## src/rtl/mem_access_pkg.sv

```systemverilog
// Shared types and constants for the memory access sequencer.
package mem_access_pkg;

    typedef enum logic [1:0] {IDLE, ACCESS, DONE} state_t;
    typedef enum logic {OP_READ, OP_WRITE} op_t;

    localparam int CNT_WIDTH = 4;

endpackage

```

## src/rtl/wait_counter.sv

```systemverilog
// Loadable down-counter that stops at zero; holds the remaining wait cycles of an access.
module wait_counter
    import mem_access_pkg::*;
#(
    parameter int WIDTH = CNT_WIDTH
) (
    input  logic             clk,
    input  logic             rst_n,
    input  logic             load,
    input  logic [WIDTH-1:0] load_value,
    input  logic             dec,
    output logic             zero
);

    logic [WIDTH-1:0] count;

    always_ff @(posedge clk or negedge rst_n) begin
        if (!rst_n) begin
            count <= '0;
        end else if (load) begin
            count <= load_value;
        end else if (dec && (count != '0)) begin
            count <= count - 1'b1;
        end
    end

    assign zero = (count == '0);

endmodule

```

## src/rtl/mem_access_unit.sv

```systemverilog
// Request/done sequencer holding address and data stable for a fixed number of memory wait cycles.
module mem_access_unit
    import mem_access_pkg::*;
#(
    parameter int ADDR_WIDTH    = 13,
    parameter int DATA_WIDTH    = 8,
    parameter int READ_LATENCY  = 2,
    parameter int WRITE_LATENCY = 1
) (
    input  logic                  clk,
    input  logic                  rst,
    input  logic                  req_read,
    input  logic                  req_write,
    input  logic [ADDR_WIDTH-1:0] req_addr,
    input  logic [DATA_WIDTH-1:0] req_wdata,
    output logic                  ready,
    output logic                  done,
    output logic                  err,
    output logic [DATA_WIDTH-1:0] rdata,
    output logic [ADDR_WIDTH-1:0] mem_addr,
    output logic [DATA_WIDTH-1:0] mem_wdata,
    output logic                  mem_read,
    output logic                  mem_write,
    input  logic [DATA_WIDTH-1:0] mem_rdata
);

    localparam logic [CNT_WIDTH-1:0] RD_LOAD = CNT_WIDTH'(READ_LATENCY - 1);
    localparam logic [CNT_WIDTH-1:0] WR_LOAD = CNT_WIDTH'(WRITE_LATENCY - 1);

    state_t state_q, state_d;
    op_t    op_q;
    logic   accept;
    logic   start;
    logic   conflict;
    logic   cnt_zero;

    assign accept   = (state_q != ACCESS);
    assign start    = accept && (req_read ^ req_write);
    assign conflict = accept && req_read && req_write;

    wait_counter #(.WIDTH(CNT_WIDTH)) u_wait_counter (
        .clk        (clk),
        .rst_n      (rst),
        .load       (start),
        .load_value (req_write ? WR_LOAD : RD_LOAD),
        .dec        (state_q == ACCESS),
        .zero       (cnt_zero)
    );

    always_ff @(posedge clk or negedge rst) begin
        if (!rst) begin
            state_q   <= IDLE;
            op_q      <= OP_READ;
            mem_addr  <= '0;
            mem_wdata <= '0;
            rdata     <= '0;
            err       <= 1'b0;
        end else begin
            state_q <= state_d;
            err     <= conflict;
            if (start) begin
                op_q      <= req_write ? OP_WRITE : OP_READ;
                mem_addr  <= req_addr;
                mem_wdata <= req_wdata;
            end
            if ((state_q == ACCESS) && (op_q == OP_READ) && cnt_zero) begin
                rdata <= mem_rdata;
            end
        end
    end

    always_comb begin
        state_d   = state_q;
        ready     = 1'b0;
        done      = 1'b0;
        mem_read  = 1'b0;
        mem_write = 1'b0;
        case (state_q)
            IDLE: begin
                ready   = 1'b1;
                state_d = start ? ACCESS : IDLE;
            end
            ACCESS: begin
                mem_read  = (op_q == OP_READ);
                // A write commits only once, in the last wait cycle.
                mem_write = (op_q == OP_WRITE) && cnt_zero;
                if (cnt_zero) begin
                    state_d = DONE;
                end
            end
            DONE: begin
                ready   = 1'b1;
                done    = 1'b1;
                state_d = start ? ACCESS : IDLE;
            end
            default: state_d = IDLE;
        endcase
    end

endmodule

```

## config.mk

```make
export PLATFORM = sky130hd
export DESIGN_NAME = mem_access_unit
export DESIGN_NICKNAME = d
export VERILOG_FILES = /design/src/rtl/mem_access_pkg.sv /design/src/rtl/wait_counter.sv /design/src/rtl/mem_access_unit.sv
export SDC_FILE = /design/constraint.sdc
export NUM_CORES = 1
export LEC_CHECK = 0
export CAP_MARGIN = 5
export CORE_AREA = 2 2 63 65
export CTS_CLUSTER_SIZE = 14
export DETAILED_ROUTE_END_ITERATION = 6
export DIE_AREA = 0 0 65 67
export GPL_ROUTABILITY_DRIVEN = 0
export PLACE_DENSITY = 0.87
export SYNTH_ARGS = -nofsm -noshare
export SYNTH_HDL_FRONTEND = slang
export SYNTH_SLANG_ARGS = --single-unit
```

## constraint.sdc

```tcl
create_clock -name clk -period 4.2 [get_ports clk]
set_clock_uncertainty 0.15 [all_clocks]
set_input_delay 0.63 -clock clk [delete_from_list [all_inputs] [get_ports clk]]
set_output_delay 0.63 -clock clk [all_outputs]
set_load 0.01 [all_outputs]
```

==> results of run 1 <==
cells by family (layout without fill, tap and decap cells):
group | Yosys count | count (layout) | share of synthesized area
AO/OA/AOI/OAI | 5 | 5 | 0.0182
XOR/XNOR | 2 | 2 | 0.0152
adder cells (fa/ha/maj) | 2 | 2 | 0.0151
buffers and inverters | 8 | 78 | 0.0409
flip-flops | 37 | 37 | 0.561
multiplexers | 31 | 31 | 0.255
AND/OR/NAND/NOR | 21 | 21 | 0.0955
per-layer routing:
layer / share of wire / up-vias / global-route usage
li1: - / 504 / -
met1: 0.41 / 530 / 0.190
met2: 0.50 / 57 / 0.282
met3: 0.087 / 3 / 0.0473
met4: 0.0041 / 0 / 0.0399
met5: 0 / - / 0
power by group:
part	total (W)	switching (W)	internal [W]	leakage [nW]
Sequential	0.000649	0.000115	0.000534	0.441
Clock	0.000305	0.000112	0.000193	0.0585
Combinational	0.000931	0.000342	0.000588	0.574
synthesized netlist by cell type:
cell type / n
nor2_1: 2
nor2_4: 1
and3_1: 1
and2b_2: 1
buf_4: 1
nand2_1: 1
and2b_1: 1
mux2_4: 19
nor3b_4: 1
and3_2: 1
dfrtp_1: 37
nor2b_1: 1
o22ai_1: 1
xnor2_2: 1
nand2b_1: 1
a21oi_1: 1
clkbuf_2: 1
o311ai_0: 1
inv_1: 4
ha_1: 2
or3_1: 1
o21ai_0: 2
mux2_2: 12
and2_2: 1
nand3b_4: 1
buf_12: 2
nand3_1: 5
or4_1: 2
xnor2_1: 1
per-stage QoR:
step / hold slack, ns / instances / cell area [µm²] / util / total power, W
after detailed placement: 0.345 / 216 / 2310 / 0.642 / 0.00159
final: 0.295 / 224 / 2430 / 0.674 / 0.00189
after global placement: 0.336 / 216 / 2310 / 0.642 / 0.00155
after CTS: 0.308 / 224 / 2430 / 0.674 / 0.00191
after floorplan: 0.184 / 106 / 1650 / - / 0.00118
after global routing: 0.358 / 224 / 2430 / 0.674 / 0.00199
cell type report:
class	count	area, µm²	area share
clock buffer	7	86.3	0.0355
inverter	4	15.0	0.00618
clock inverter	1	30.0	0.0124
multi-input combinational	61	658	0.271
sequential	37	926	0.381
timing repair buffer	66	656	0.270
tap	48	60.1	0.0247
final timing paths:
kind	startpoint	slack (ns)	cells past startpoint	end
min in group clk	rdata[2]	0.36	1	rdata[2]
hold reg to reg	rdata[2]	0.36	1	rdata[2]
max in group asynchronous	rst	3.10	1	mem_addr[2]
setup reg to reg	state_q[0]	2.11	3	mem_wdata[2]
hold / removal	rst	0.30	1	mem_addr[6]
setup / recovery	u_wait_counter.count[0]	1.27	5	mem_write
state kept, by name, indices dropped and copies added, names as in the netlist:
| signal | cells |
|---|---|
| err | 1 |
| mem_addr | 13 |
| mem_wdata | 8 |
| op_q | 1 |
| rdata | 8 |
| state_q | 2 |
| u_wait_counter.count | 4 |
worst max-delay path, delay by kind of cell (launching register included):
family        cells  cell delay [ns]
fa+ha+maj         1             0.19
simple gates      2             0.62
flops             1             0.42
buf+inv           2             0.63
==> flow_summary.toml, run 1 <==
[logic_synthesis]
syn_avg_cell_area_um2 = 15.6
yosysSeqAreaShare = 0.561
netlist_area_um2 = 1650
ys_types = 29
syn_nets = 141
yosys_register_bits = 37
synth_cells = 106
yosys_warnings = 0
synth_top_area_frac = 0.561
yosysTopAreaCell = "dfrtp_1"
synthTopCellsByArea = "dfrtp_1 (56%), mux2_4 (17%), mux2_2 (8.2%)"

[worst_setup_path]
cpPeakStageDelay_ns = 0.53
slowest_stage = "clkdlybuf4s50_1"
cp_max_fo = 7
start_kind = "register"
path_cells = "inv_1 > ha_1 > nor3b_4 > and3_2 > clkdlybuf4s50_1"
crit_type = "register to output port"
cp-end-kind = "output port"
cp.required_ns = 3.42
arrival_ns = 2.15

[die]
dieArea_um2 = 4360
initial_utilization = 0.458
dieWidth_um = 65
coreArea_um2 = 3610
die_h_um = 67
num_io_pins = 67
std_cell_rows = 22

[sta]
setup-tns-final_ns = 0
max-slew-margin-rel = 0.411
post-route-period-util = 0.697
final_hold_viol_count = 0
final_max_slew_viol_count = 0
layout_min_cycle_time_ns = 2.93
rsz0062_at_grt = "no"
setup_ws_ns = 1.27
fmaxAchievable_mhz = 342
setup_viol = 0
tightest_slew_ns = 0.881

[run_status]
status = "complete, no violations"

[finish]
diodes = 0
final_common_cell = "clkdlybuf4s50_1"
fillers = 269
drive_gt1_frac = 0.261
final_cell_mix = "clkdlybuf4s50_1 (65), dfrtp_1 (37), mux2_4 (19)"
final_nets = 210
area_growth_pct = 47.2

[global_route]
grt_use_total = 0.160
first_global_vias = 1157
antenna_found_initial = 0
overflow = 0
grt_max_degree = 38
grt_pass1_wl_mm = 5.29

[routing]
via_per_inst = 4.88
drc = 0
drtIter0Drc = 34
antenna_left = 0
vias = 1094
wl_per_cell_um = 15.1
firstDrtPassIters = 4
wl_mm = 3.39

[placed_design]
dp_hpwl_mm = 2.43
portBuffers = 66
post-place-ws_ns = 1.44

[cts]
cts_num_sinks = 37
post_cts_buffers = 0
clock_latency_ns = 0.27
cts_root_buffer = "clkbuf_8"
cts_tree = "yes"
clkTransAtPathRegs_ns = 0.07
cts_buffers = 5
post_cts_resized = 0
cts_max_level = 2
cts_buffer_depth = 2
holdBufCountCts = 0

[power_and_ir_drop]
p_leak_nw = 1.07
power_density_nw_per_um2 = 775
peakVddDrop_uv = 374

[worst_hold_path]
hold_class = "input pin to async pin"

[run]
cap_violations = 0
No activity file was read; power rests on OpenSTA's default activity.
==> run 2, diff against run 1 <==
--- a/config.mk
+++ b/config.mk
@@ -6,12 +6,12 @@
 export NUM_CORES = 1
 export LEC_CHECK = 0
 export CAP_MARGIN = 5
-export CORE_AREA = 2 2 63 65
+export CORE_AREA = 2 2 66 68
 export CTS_CLUSTER_SIZE = 14
 export DETAILED_ROUTE_END_ITERATION = 6
-export DIE_AREA = 0 0 65 67
+export DIE_AREA = 0 0 68 70
 export GPL_ROUTABILITY_DRIVEN = 0
-export PLACE_DENSITY = 0.87
+export PLACE_DENSITY = 0.81
 export SYNTH_ARGS = -nofsm -noshare
 export SYNTH_HDL_FRONTEND = slang
 export SYNTH_SLANG_ARGS = --single-unit
==> constraint.sdc (replaced) <==
create_clock -name clk -period 2.9 [get_ports clk]
set_clock_uncertainty 0.15 [all_clocks]
set_input_delay 0.435 -clock clk [delete_from_list [all_inputs] [get_ports clk]]
set_output_delay 0.435 -clock clk [all_outputs]
set_load 0.01 [all_outputs]
==> run 2 against run 1 <==
Utilization decreased by 8.2 points. Via count increased by 2.4%. Clock power increased by 44%. Non-clock buffer count increased by 3. Flip-flop and latch count unchanged. Global-route usage decreased by 0.35 points. Register-to-register slack got worse by 1.1 ns. Setup slack got worse by 1.1 ns. Total power increased by 46%. Worst hold slack got worse by 0.22 ns. Final cell count increased by 3.1%. Critical path type unchanged. Critical endpoint unchanged.
==> flow_summary.toml, run 2 (same netlist as run 1, synthesis figures left out) <==
[routing]
via_per_inst = 4.85
drtIter0Drc = 12
firstDrtPassIters = 3
wl_mm = 3.29
vias = 1120
wl_per_cell_um = 14.3
drc = 0
antenna_left = 0

[die]
std_cell_rows = 24
dieWidth_um = 68
num_io_pins = 67
die_h_um = 70
coreArea_um2 = 4140
initial_utilization = 0.399
dieArea_um2 = 4760

[finish]
largest_reg_flops = 13
top_regs = "mem_addr: 13 flops, mem_wdata: 8 flops, rdata: 8 flops"
final_util = 0.592
final_common_cell = "clkdlybuf4s50_1"
fillers = 325
final_cell_area_um2 = 2450
diodes = 0
largest-register = "mem_addr"
final_cell_mix = "clkdlybuf4s50_1 (65), dfrtp_1 (37), mux2_4 (19)"
final_nets = 213
area_growth_pct = 48.6
drive_gt1_frac = 0.279
fin_cells = 231

[worst_setup_path]
start_kind = "register"
arrival_ns = 2.15
slowest_stage = "clkdlybuf4s50_1"
cp-end-kind = "output port"
crit_family = "buffers and inverters"
cpPeakStageDelay_ns = 0.53
cp.buffers_inverters = 2
path_cells = "inv_1 > ha_1 > nor3b_4 > and3_2 > clkdlybuf4s50_1"
crit_type = "register to output port"
cp.required_ns = 2.32
cp_max_fo = 7

[sta]
layout_min_cycle_time_ns = 2.73
fmaxAchievable_mhz = 366
final_max_slew_viol_count = 0
rsz0062_at_grt = "no"
setup-tns-final_ns = 0
tightest_slew_ns = 0.796
setup_viol = 0
final_hold_viol_count = 0
max-slew-margin-rel = 0.469
post-route-period-util = 0.943
setup_ws_ns = 0.166

[cts]
cts_root_buffer = "clkbuf_8"
holdBufCountCts = 0
cts_buffer_depth = 2
cts_max_level = 2
cts_tree = "yes"
post_cts_buffers = 0
cts_buffers = 5
post_cts_resized = 0
cts_num_sinks = 37
clkTransAtPathRegs_ns = 0.07
clock_latency_ns = 0.29

[run]
cap_violations = 0

[placed_design]
placed_cells = 223
dp_hpwl_mm = 2.48
portBuffers = 66
post-place-ws_ns = 0.477
place_area_um2 = 2340

[global_route]
antenna_found_initial = 0
grt_pass1_wl_mm = 5.44
first_global_vias = 1185
grt_use_total = 0.156
grt_max_degree = 38
overflow = 0

[power_and_ir_drop]
p_leak_nw = 1.09
peakVddDrop_uv = 562
power_density_nw_per_um2 = 1120

[run_status]
status = "complete, no violations"

[worst_hold_path]
hold_class = "input pin to async pin"
[run 2: cell count changes in the layout (fill, tap and decap cells not counted), sizes merged]
cell,delta
buf,+3
clkbuf,-2
clkinv,+1
inv,+1
[run 2: worst reg2reg max path, cell delays in order (launching register included)]
cell and delay, ns:
dfrtp_1 0.43, inv_1 0.10, ha_1 0.19, nor3b_4 0.38, nand3b_4 0.20, mux2_2 0.31
[run 2: final cells by class]
class	instances	area, µm²	area share
Clock buffer	5	68.8	0.0280
Tap cell	52	65.1	0.0265
Sequential cell	37	926	0.377
Inverter	4	15.0	0.00612
Timing Repair Buffer	69	678	0.276
Multi-Input combinational cell	61	658	0.268
Clock inverter	3	43.8	0.0178
[run 2: metrics by stage]
stage | hold slack, ns | total power, W
floorplan | -0.0106 | 0.00172
global placement | 0.337 | 0.00228
detailed placement | 0.341 | 0.00232
CTS | 0.0999 | 0.00278
global route | 0.142 | 0.00292
finish | 0.0777 | 0.00275
[run 2: path summary, 6_finish.rpt]
path,cells past startpoint,endpoint,slack (ns),from
max in group asynchronous,1,u_wait_counter.count[3],2.02,rst
min reg2reg,1,rdata[6],0.36,rdata[6]
min,1,mem_wdata[0],0.08,rst
min in group clk,1,rdata[6],0.36,rdata[6]
max,5,mem_write,0.17,u_wait_counter.count[0]
max reg2reg,5,rdata[4],1.02,u_wait_counter.count[0]
[run 2: power by group]
part / internal, W / switching (W)
combinational: 0.000874 / 0.000502
clock: 0.000257 / 0.000182
sequential: 0.000773 / 0.000165
[run 2: per-layer routing]
metal,wire length (µm),vias to the layer above,track usage
met5,0,-,0
met4,56,0,0.0533
li1,-,512,-
met3,247,8,0.0709
met1,1350,557,0.191
met2,1640,43,0.241
==> run 3, diff against run 2 <==
--- a/config.mk
+++ b/config.mk
@@ -6,12 +6,12 @@
 export NUM_CORES = 1
 export LEC_CHECK = 0
 export CAP_MARGIN = 5
-export CORE_AREA = 2 2 66 68
+export CORE_AREA = 2 2 63 65
 export CTS_CLUSTER_SIZE = 14
 export DETAILED_ROUTE_END_ITERATION = 6
-export DIE_AREA = 0 0 68 70
+export DIE_AREA = 0 0 65 67
 export GPL_ROUTABILITY_DRIVEN = 0
-export PLACE_DENSITY = 0.81
+export PLACE_DENSITY = 0.87
 export SYNTH_ARGS = -nofsm -noshare
 export SYNTH_HDL_FRONTEND = slang
 export SYNTH_SLANG_ARGS = --single-unit
==> constraint.sdc (replaced) <==
create_clock -name clk -period 3.2 [get_ports clk]
set_clock_uncertainty 0.15 [all_clocks]
set_input_delay 0.48 -clock clk [delete_from_list [all_inputs] [get_ports clk]]
set_output_delay 0.48 -clock clk [all_outputs]
set_load 0.01 [all_outputs]
==> run 3 against run 2 <==
Clock power is 5.9% higher. Register-to-register slack better by 0.27 ns. Via count is 1.1% lower. Sequential share of layout area is 0.13 points lower. Total power is 7.4% lower. Final cell count is 2.2% lower. Sequential power is 9.6% lower. Non-clock buffer count is 1 lower. Wire length is 0.12% lower. Final area is 0.36% higher. Die area is 8.5% lower. Count of clock-buffer cells in the layout stayed put.
==> flow_summary.toml, run 3 (same netlist as run 1, synthesis figures left out) <==
[finish]
multi_input_area_um2 = 658
top_regs = "mem_addr: 13 flops, mem_wdata: 8 flops, rdata: 8 flops"
final_common_cell = "clkdlybuf4s50_1"
drive_gt1_frac = 0.275
area_growth_pct = 49.2
final_cell_area_um2 = 2460
final_cell_mix = "clkdlybuf4s50_1 (65), dfrtp_1 (37), mux2_4 (19)"
largest_reg_flops = 13
regArea_um2 = 926
diodes = 0
final_nets = 212
largest-register = "mem_addr"
fillers = 257

[power_and_ir_drop]
clockPowerShare = 0.182
power_frac_comb = 0.485
total_power_w = 0.00255
p_int_w = 0.00180
p_sw_frac = 0.295
p_seq_frac = 0.333
power_density_nw_per_um2 = 1030
peakVddDrop_uv = 538
p_leak_nw = 1.09
switching_power_w = 0.000752

[cts]
cts_tree = "yes"
post_cts_buffers = 0
cts_buffers = 5
cts_buffer_depth = 2
clock_latency_ns = 0.29
cts_max_level = 2
post_cts_resized = 0
clkTransAtPathRegs_ns = 0.07
holdBufCountCts = 0
cts_num_sinks = 37
cts_root_buffer = "clkbuf_8"

[routing]
drc = 0
drtIter0Drc = 19
via_per_inst = 4.90
vias = 1108
wl_per_cell_um = 14.5
wl_mm = 3.29
firstDrtPassIters = 3
antenna_left = 0

[worst_setup_path]
cp.required_ns = 2.57
cpPeakStageDelay_ns = 0.53
cp.buffers_inverters = 2
start_kind = "register"
arrival_ns = 2.18
crit_type = "register to output port"
path_cells = "inv_1 > ha_1 > nor3b_4 > and3_2 > clkdlybuf4s50_1"
rrSetupSlack_ns = 1.29
crit_family = "buffers and inverters"
cp_max_fo = 7
slowest_stage = "clkdlybuf4s50_1"
cp-end-kind = "output port"

[placed_design]
dp_hpwl_mm = 2.36
place_area_um2 = 2330
portBuffers = 66

[run_status]
status = "complete, no violations"

[sta]
post-route-period-util = 0.878
tightest_slew_ns = 0.802
layout_min_cycle_time_ns = 2.81
setup_viol = 0
rsz0062_at_grt = "no"
final_max_slew_viol_count = 0
setup-tns-final_ns = 0
final_hold_viol_count = 0
fmaxAchievable_mhz = 356
max-slew-margin-rel = 0.465

[worst_hold_path]
hold_class = "input pin to async pin"

[global_route]
antenna_found_initial = 0
overflow = 0
first_global_vias = 1225
grt_pass1_wl_mm = 5.56
grt_use_total = 0.170
grt_max_degree = 38

[die]
dieArea_um2 = 4360
num_io_pins = 67
dieWidth_um = 65
coreArea_um2 = 3610
initial_utilization = 0.458
std_cell_rows = 22
die_h_um = 67

[run]
cap_violations = 0
-- run 3: changes by cell type in the layout (fill, tap and decap cells not counted) --
cell and delta:
inv_6 -1, buf_4 -1, bufinv_16 +1
-- run 3: worst paths after layout --
check | startpoint | to | depth (start not counted)
min in group clk | rdata[2] | rdata[2] | 1
worst min register to register | rdata[2] | rdata[2] | 1
worst min-delay path | rst | u_wait_counter.count[3] | 1
worst max-delay path | u_wait_counter.count[0] | mem_write | 5
worst max register to register | u_wait_counter.count[0] | rdata[6] | 5
max in group asynchronous | rst | u_wait_counter.count[1] | 1
-- run 3: layer usage --
layer,global-route usage,wire length [µm],vias up
met5,0,0,-
met2,0.294,1630,55
met3,0.0659,283,2
met1,0.200,1350,538
li1,-,-,513
met4,0.0399,22,0
-- run 3: worst reg2reg max path: stages, from the launching register on --
cell and delay, ns:
dfrtp_1 0.43, inv_1 0.11, ha_1 0.20, nor3b_4 0.39, nand3b_4 0.20, mux2_2 0.32
-- run 3: layout make-up --
class                           instances  share of cell area
Timing Repair Buffer                   68               0.272
Sequential cell                        37               0.376
Clock inverter                          3              0.0264
Multi-Input combinational cell         61               0.267
Clock buffer                            5              0.0279
Tap cell                               48              0.0244
Inverter                                4             0.00609
-- run 3: metrics by stage --
step | hold slack (ns) | util | worst slack, ns | cells
floorplan | 0.0344 | - | 1.36 | 106
global placement | 0.337 | 0.646 | 0.807 | 218
detailed placement | 0.342 | 0.646 | 0.720 | 218
CTS | 0.143 | 0.683 | 0.397 | 226
global route | 0.194 | 0.683 | 0.298 | 226
finish | 0.128 | 0.683 | 0.392 | 226
-- run 3: power groups by stage --
stage	sequential (W)	combinational [W]	clock [W]
5_1_grt	0.000876	0.00133	0.000503
4_1_cts	0.000848	0.00125	0.000478
2_1_floorplan	0.000923	0.000632	0
3_5_place_dp	0.000850	0.00124	0
3_3_place_gp	0.000833	0.00121	0
6_report	0.000848	0.00124	0.000465
